File: src/rtl/kmer_minhash.sv
// MinHash signature builder: drains 32-bit k-mers, keeps per-hash running minima, streams the signature on seq_end.
// Optional KMER_MINHASH_COUNT_EN adds a saturating per-sequence k-mer counter output.
module kmer_minhash #(
    parameter int unsigned NUM_HASHES = 4,
    parameter logic [31:0] HASH_A     = 32'h9E3779B1,
    parameter logic [31:0] HASH_B     = 32'h0,
    localparam int unsigned IDX_W     = (NUM_HASHES > 1) ? $clog2(NUM_HASHES) : 1
) (
    input  logic             clk,
    input  logic             rst,
    input  logic [31:0]      kmer_data,
    input  logic             kmer_full,
    output logic             kmer_read,
    input  logic             seq_end,
    output logic             sig_valid,
    input  logic             sig_ready,
    output logic [IDX_W-1:0] sig_index,
    output logic [31:0]      sig_value,
    output logic             busy
`ifdef KMER_MINHASH_COUNT_EN
    ,
    output logic [15:0]      kmer_count
`endif
);

    localparam logic [IDX_W-1:0] LAST_IDX = IDX_W'(NUM_HASHES - 1);

    typedef enum logic [1:0] {IDLE, HASH, EMIT} state_e;

    state_e           state_q, state_d;
    logic [IDX_W-1:0] idx_q, idx_d;
    logic [31:0]      kmer_q, kmer_d;
    logic             end_pend_q, end_pend_d;
    logic [31:0]      min_q [NUM_HASHES];
    logic [31:0]      min_d [NUM_HASHES];
    logic             clear_c;
    logic [31:0]      a_c, b_c, h_c;

    // Per-index universal hash coefficients: a_i = A + 2i (stays odd), b_i = B + i.
    always_comb begin
        a_c = HASH_A + (32'(idx_q) << 1);
        b_c = HASH_B + 32'(idx_q);
        h_c = a_c * kmer_q + b_c;
    end

    always_comb begin
        state_d   = state_q;
        idx_d     = idx_q;
        kmer_d    = kmer_q;
        min_d     = min_q;
        kmer_read = 1'b0;
        sig_valid = 1'b0;
        clear_c   = 1'b0;
        case (state_q)
            IDLE: begin
                // Buffered k-mers are drained before a pending signature is emitted.
                if (kmer_full) begin
                    kmer_read = 1'b1;
                    kmer_d    = kmer_data;
                    idx_d     = '0;
                    state_d   = HASH;
                end else if (end_pend_q) begin
                    idx_d   = '0;
                    state_d = EMIT;
                end
            end
            HASH: begin
                if (h_c < min_q[idx_q]) begin
                    min_d[idx_q] = h_c;
                end
                if (idx_q == LAST_IDX) begin
                    idx_d   = '0;
                    state_d = IDLE;
                end else begin
                    idx_d = idx_q + IDX_W'(1);
                end
            end
            EMIT: begin
                sig_valid = 1'b1;
                if (sig_ready) begin
                    if (idx_q == LAST_IDX) begin
                        clear_c = 1'b1;
                        idx_d   = '0;
                        state_d = IDLE;
                        for (int i = 0; i < int'(NUM_HASHES); i++) begin
                            min_d[i] = 32'hFFFF_FFFF;
                        end
                    end else begin
                        idx_d = idx_q + IDX_W'(1);
                    end
                end
            end
            default: state_d = IDLE;
        endcase
    end

    // A seq_end coinciding with the end-of-emit clear re-arms the flag.
    assign end_pend_d = seq_end | (end_pend_q & ~clear_c);

    assign sig_index = idx_q;
    assign sig_value = min_q[idx_q];
    assign busy      = (state_q != IDLE) | end_pend_q;

    always_ff @(posedge clk) begin
        if (rst) begin
            state_q    <= IDLE;
            idx_q      <= '0;
            kmer_q     <= '0;
            end_pend_q <= 1'b0;
            for (int i = 0; i < int'(NUM_HASHES); i++) begin
                min_q[i] <= 32'hFFFF_FFFF;
            end
        end else begin
            state_q    <= state_d;
            idx_q      <= idx_d;
            kmer_q     <= kmer_d;
            end_pend_q <= end_pend_d;
            for (int i = 0; i < int'(NUM_HASHES); i++) begin
                min_q[i] <= min_d[i];
            end
        end
    end

`ifdef KMER_MINHASH_COUNT_EN
    logic [15:0] count_q, count_d;

    // Saturating count of k-mers consumed in the current sequence.
    always_comb begin
        count_d = count_q;
        if (clear_c) begin
            count_d = '0;
        end else if (kmer_read && (count_q != 16'hFFFF)) begin
            count_d = count_q + 16'd1;
        end
    end

    always_ff @(posedge clk) begin
        if (rst) begin
            count_q <= '0;
        end else begin
            count_q <= count_d;
        end
    end

    assign kmer_count = count_q;
`endif

endmodule

File: config.mk
export PLATFORM = sky130hd
export DESIGN_NAME = kmer_minhash
export DESIGN_NICKNAME = d
export VERILOG_FILES = /design/src/rtl/kmer_minhash.sv
export SDC_FILE = /design/constraint.sdc
export NUM_CORES = 1
export LEC_CHECK = 0
export CAP_MARGIN = 20
export CORE_UTILIZATION = 63
export CTS_CLUSTER_SIZE = 12
export DETAILED_ROUTE_END_ITERATION = 6
export GPL_ROUTABILITY_DRIVEN = 0
export GPL_TIMING_DRIVEN = 0
export PLACE_DENSITY = 0.83
export SYNTH_ARGS = -nofsm -noshare
export SYNTH_HDL_FRONTEND = slang
export SYNTH_SLANG_ARGS = --single-unit
File: constraint.sdc
create_clock -name clk -period 9.7 [get_ports clk]
set_clock_uncertainty 0.15 [all_clocks]
set_input_delay 2.425 -clock clk [delete_from_list [all_inputs] [get_ports clk]]
set_output_delay 2.425 -clock clk [all_outputs]
set_load 0.05 [all_outputs]
Word-level counts from Yosys, hierarchy flattened

Cells that the tools add are included.

Flip-flop bits (word level): 165
Input port bits: 37
Output and inout port bits: 37
Word-level logic and storage cells: 62

$add $sub $neg: 3
Multiply operators: 1
Order comparisons: 3
Equal/unequal tests: 7
Multiplexer cells: 26
Bitwise operators: 5
Reductions and logical operators: 9

Operator list:

| operator              | count |
|---|---|
| $mux 128              | 3 |
| $pmux 128 s2          | 1 |
| $bwmux 128            | 1 |
| $mux 32               | 3 |
| $bmux 32 s2           | 1 |
| $demux 32 s2          | 1 |
| $add 32x2->32         | 1 |
| $add 32x3->32 const A | 1 |
| $lt 32x32->1          | 1 |
| $mul 32x32->32        | 1 |
| $mux 2                | 8 |
| $pmux 2 s3            | 2 |
| $mux 1                | 6 |
| $ne 2x2->1 const B    | 3 |
| $eq 2x2->1 const B    | 2 |
| $reduce_and 2->1      | 2 |
| $reduce_and 4->1      | 1 |
| $reduce_bool 2->1     | 2 |
| $ge 3x3->1 const B    | 1 |
| $lt 3x1->1 const B    | 1 |
| $ne 3x3->1 const B    | 1 |
| $not 2->3             | 1 |
| $reduce_and 3->1      | 1 |
| $reduce_bool 3->1     | 1 |
| other kinds (7)       | 8 |

Logic depth before layout (Yosys ltp)

Depth after elaboration: 8
Gate-level depth with buffers: 39
Gate-level depth less buffers: 33

Worst setup path before layout

Ideal clock, no wire load.

Path type: reg2reg
Start point: reg idx_q[0], in the netlist sig_index[0]
End point: reg min_q[63] (netlist name)
Library setup time: 0.130 ns
Data arrival time: 8.971 ns
Data required time: 9.420 ns
Slack: 0.449 ns
Stages on the path, launching flop included: 37
Buffers on the path: 6
Clock period less this slack: 9.251 ns
Path through: dfxtp_1 clkbuf_1 buf_1 inv_1 clkbuf_1 nor2_1 fa_1 fa_1 ha_1 inv_1 fa_1 fa_1 inv_1 fa_1 fa_1 inv_1 fa_1 inv_1 ha_1 buf_2 nand3_1 nor2_1 nand4_1 a211o_1 a211o_1 a21o_1 and2_1 ha_1 and4_1 a221oi_1 nand3_1 o21ai_4 nand2b_1 buf_4 buf_6 a211oi_1 o21ai_1

Cells in the longest elaborated chain, start to end: 8
Elaborated cells on any way between the ends: 20
Those cells by class: add/sub (2); mul (1); order compare (3); eq/ne (3); mux (8); bitwise (1); reduce/logical (2)

Ends and longest elaborated chain:

| item                                                  | RTL line | RTL |
|---|---|---|
| start: declaration                                    | 31       | `logic [IDX_W-1:0] idx_q, idx_d;` |
| start signal: assignment                              | 115      | `idx_q <= idx_d;` |
| branches (longest 8 deep; another with $add 32x3->32) | -        |  |
| end signal: indexed assignment                        | 119      | `min_q[i] <= min_d[i];` |
| end: declaration                                      | 34       | `logic [31:0] min_q [NUM_HASHES];` |

Parallel ways; which one is timed is not known. The select of a mux whose other input is x is not followed.
A chain may end at the register's enable or synchronous reset.

Worst setup path in the final report

Start point: reg idx_q[1], in the netlist sig_index[1]
End point: reg min_q[63] (netlist name)

The elaborated chain is that of the path after synthesis.

==> impl_metrics.yaml <==
final_layout:
  syn_to_final_growth_pct: 10.8
  multi_input_comb_area_sq_um: 13100
  post_layout_nonfiller_instances: 2375
  diodes: 0
  fillers: 1999
  seq_area_sq_um: 3310
  final_core_util: 0.715
  fin_nets: 2508
  drive_gt1_frac: 0.0711
setup_path:
  critPathSlowestCell: "fa_1"
  max_stage_delay_ps: 530
  worstPathRequired_ps: 9880
  start_kind: "flip-flop"
  cp.arrival_ps: 9630
  r2r_cells: 34
  worstSetupEndpointType: "flip-flop"
  critPathMaxFanout: 11
  cp_common_cell: "fa_1"
  critPathKind: "reg -> reg"
timing:
  min_period_ps: 9450
  fmax_mhz: 106
  worst_slack_ps: 246
  setup_violations: 0
  slew_viol_final: 0
  hold_violations: 0
  post-route-period-util: 0.975
  tightestPinTransition_ps: 1100
  maxSlewHeadroom: 0.265
status:
  status: "complete, no violations"
route:
  ant_nets: 0
  num_vias: 14309
  viasPerCell: 6.02
  drt_wl_total_microns: 50200
  first_pass_iters: 5
  drt_iter0_markers: 1282
  routedWlPerCell_microns: 21.1
  drcViolationCount: 0
floorplanning:
  start_util: 0.645
  rows: 61
  die_w_microns: 171
  die_area_sq_um: 29300
  io_pins: 74
  die_height_microns: 171
  core_sq_um: 27900
min_path:
  whs_path_depth: 2
  hp-class: "reg -> reg"
placed_design:
  dp_hpwl_microns: 40500
  placed_cells: 2342
  post-place-ws_ps: -1340
  portBuffers: 73
clock_network:
  clk_latency_ps: 480
  htreeDepth: 4
  ctsHoldBuffers: 0
  root_buffer: "clkbuf_16"
  cts_buffers: 17
  cts_buffer_depth: 2
  path_clk_slew_ps: 70
  numClockSinks: 165
  cts_tree: "done"
synthesis:
  syn_nets: 2414
  yosysWarningCount: 0
  yosys.area.top_type: "fa_1"
  synth-edff-count: 0
  synth_cells: 1891
  ys_seq_elements: 165
  synth_top_area_frac: 0.268
  synth_cell_types: 66
  synth_area_sq_um: 18000
  synthArstFlopShare: 0
  synth_ff_type: "dfxtp_1"
  avgSynthCellArea_sq_um: 9.53
  ys_seq_area_frac: 0.183
  synthTopCellsByArea: "fa_1 (27%), dfxtp_1 (18%), ha_1 (17%), inv_1 (7.6%), o211ai_1 (4.1%)"
global_routing:
  grt_pass1_vias: 15144
  track_usage: 0.368
  antenna_found_initial: 0
  grt_pass1_wl_microns: 80100
  grt_max_degree: 17
  grt.overflow.total: 0
job:
  maxCapViolCount: 0
[final timing paths]
check	to	startpoint	slack, ps
worst max-delay path	min_q[63]$_SDFFE_PP1P_	sig_index[1]$_SDFFE_PP0P_	250
worst max register to register	min_q[63]$_SDFFE_PP1P_	sig_index[1]$_SDFFE_PP0P_	250
worst min register to register	min_q[59]$_SDFFE_PP1P_	min_q[59]$_SDFFE_PP1P_	330
worst min-delay path	min_q[59]$_SDFFE_PP1P_	min_q[59]$_SDFFE_PP1P_	330
[registers in the layout, indices dropped and copies added (netlist names)]
name        cells
sig_index       2
state_q         2
min_q         128
kmer_q         32
end_pend_q      1
[through the flow]
step | hold WS, ps | instance area, sq um | setup TNS (ps)
2_1_floorplan | 299 | 18000 | 0
3_3_place_gp | 309 | 19200 | -113380
3_5_place_dp | 318 | 19200 | -135310
4_1_cts | 332 | 19900 | 0
5_1_grt | 353 | 20000 | -86.5
6_report | 333 | 20000 | 0
[per-layer routing]
layer,GRT usage,vias up,wire length (microns),share of wire
li1,-,6357,-,-
met3,0.0763,176,4290,0.085
met1,0.442,7025,18600,0.37
met5,0,-,0,0
met4,0.227,0,2980,0.059
met2,0.607,751,24300,0.48
[cell usage in the layout, fill, tap and decap left out, types with 9 or more instances in the layout]
master           netlist  layout
nand2b_1              10      10
and2_1                35      35
o211ai_1              99      99
mux4_2                32      32
inv_1                365     363
clkdlybuf4s50_1        0      73
nor2_1                97      94
xor2_1                12      12
nor3_1                18      17
a21oi_1               79      78
nor2b_1                9       9
ha_1                 245     244
buf_2                 22      22
xnor2_1               45      44
dfxtp_1              165     160
clkbuf_16              0      17
fa_1                 241     241
clkbuf_1              42      35
a21o_1                15      15
o21ai_0               32      31
nand3_1               14      13
nand2_1              195     195
[synth_stat cells (22+ instances only)]
cell type  instances
clkbuf_1          42
nand2_1          195
fa_1             241
o211ai_1          99
and2_1            35
mux4_2            32
o21ai_0           32
buf_2             22
dfxtp_1          165
ha_1             245
a21oi_1           79
nor2_1            97
inv_1            365
xnor2_1           45
[worst max-delay path: cells and delay by family, from the launching register on]
family          cells  cell delay, ps
buf+inv             9            1410
compound gates      7            1840
flops               1             380
fa+ha+maj          10            4300
simple gates        8            1200
[what timing repair did]
action / in CTS / in global routing
resized for setup: 24 / 30
setup buffers: 1 / 1
endpoints found under the setup margin: 128 / 128
hold endpoints to repair: 0 / 0
pin swaps: 0 / 5
gates cloned: 0 / 0
[area by class of cell]
cell class,count,share of cell area
Tap cell,378,0.0237
Multi-Input combinational cell,1283,0.655
Timing Repair Buffer,75,0.0373
Clock inverter,13,0.00714
Sequential cell,165,0.166
Buffer,76,0.0205
Inverter,367,0.0693
Clock buffer,18,0.0220
[kinds of logic (layout without fill, tap and decap cells)]
kind of cell    count (synthesis)  in the layout  share of synthesized area
simple gates                  406            406                     0.0995
mux                            36             36                     0.0425
flops                         165            165                      0.183
compound gates                297            297                      0.112
xor+xnor                       58             58                     0.0289
buf+inv                       443            549                     0.0961
fa+ha+maj                     486            486                      0.438
Power is not shown: default switching activity piles up to over one toggle a cycle in this logic, so the estimate is an artifact.
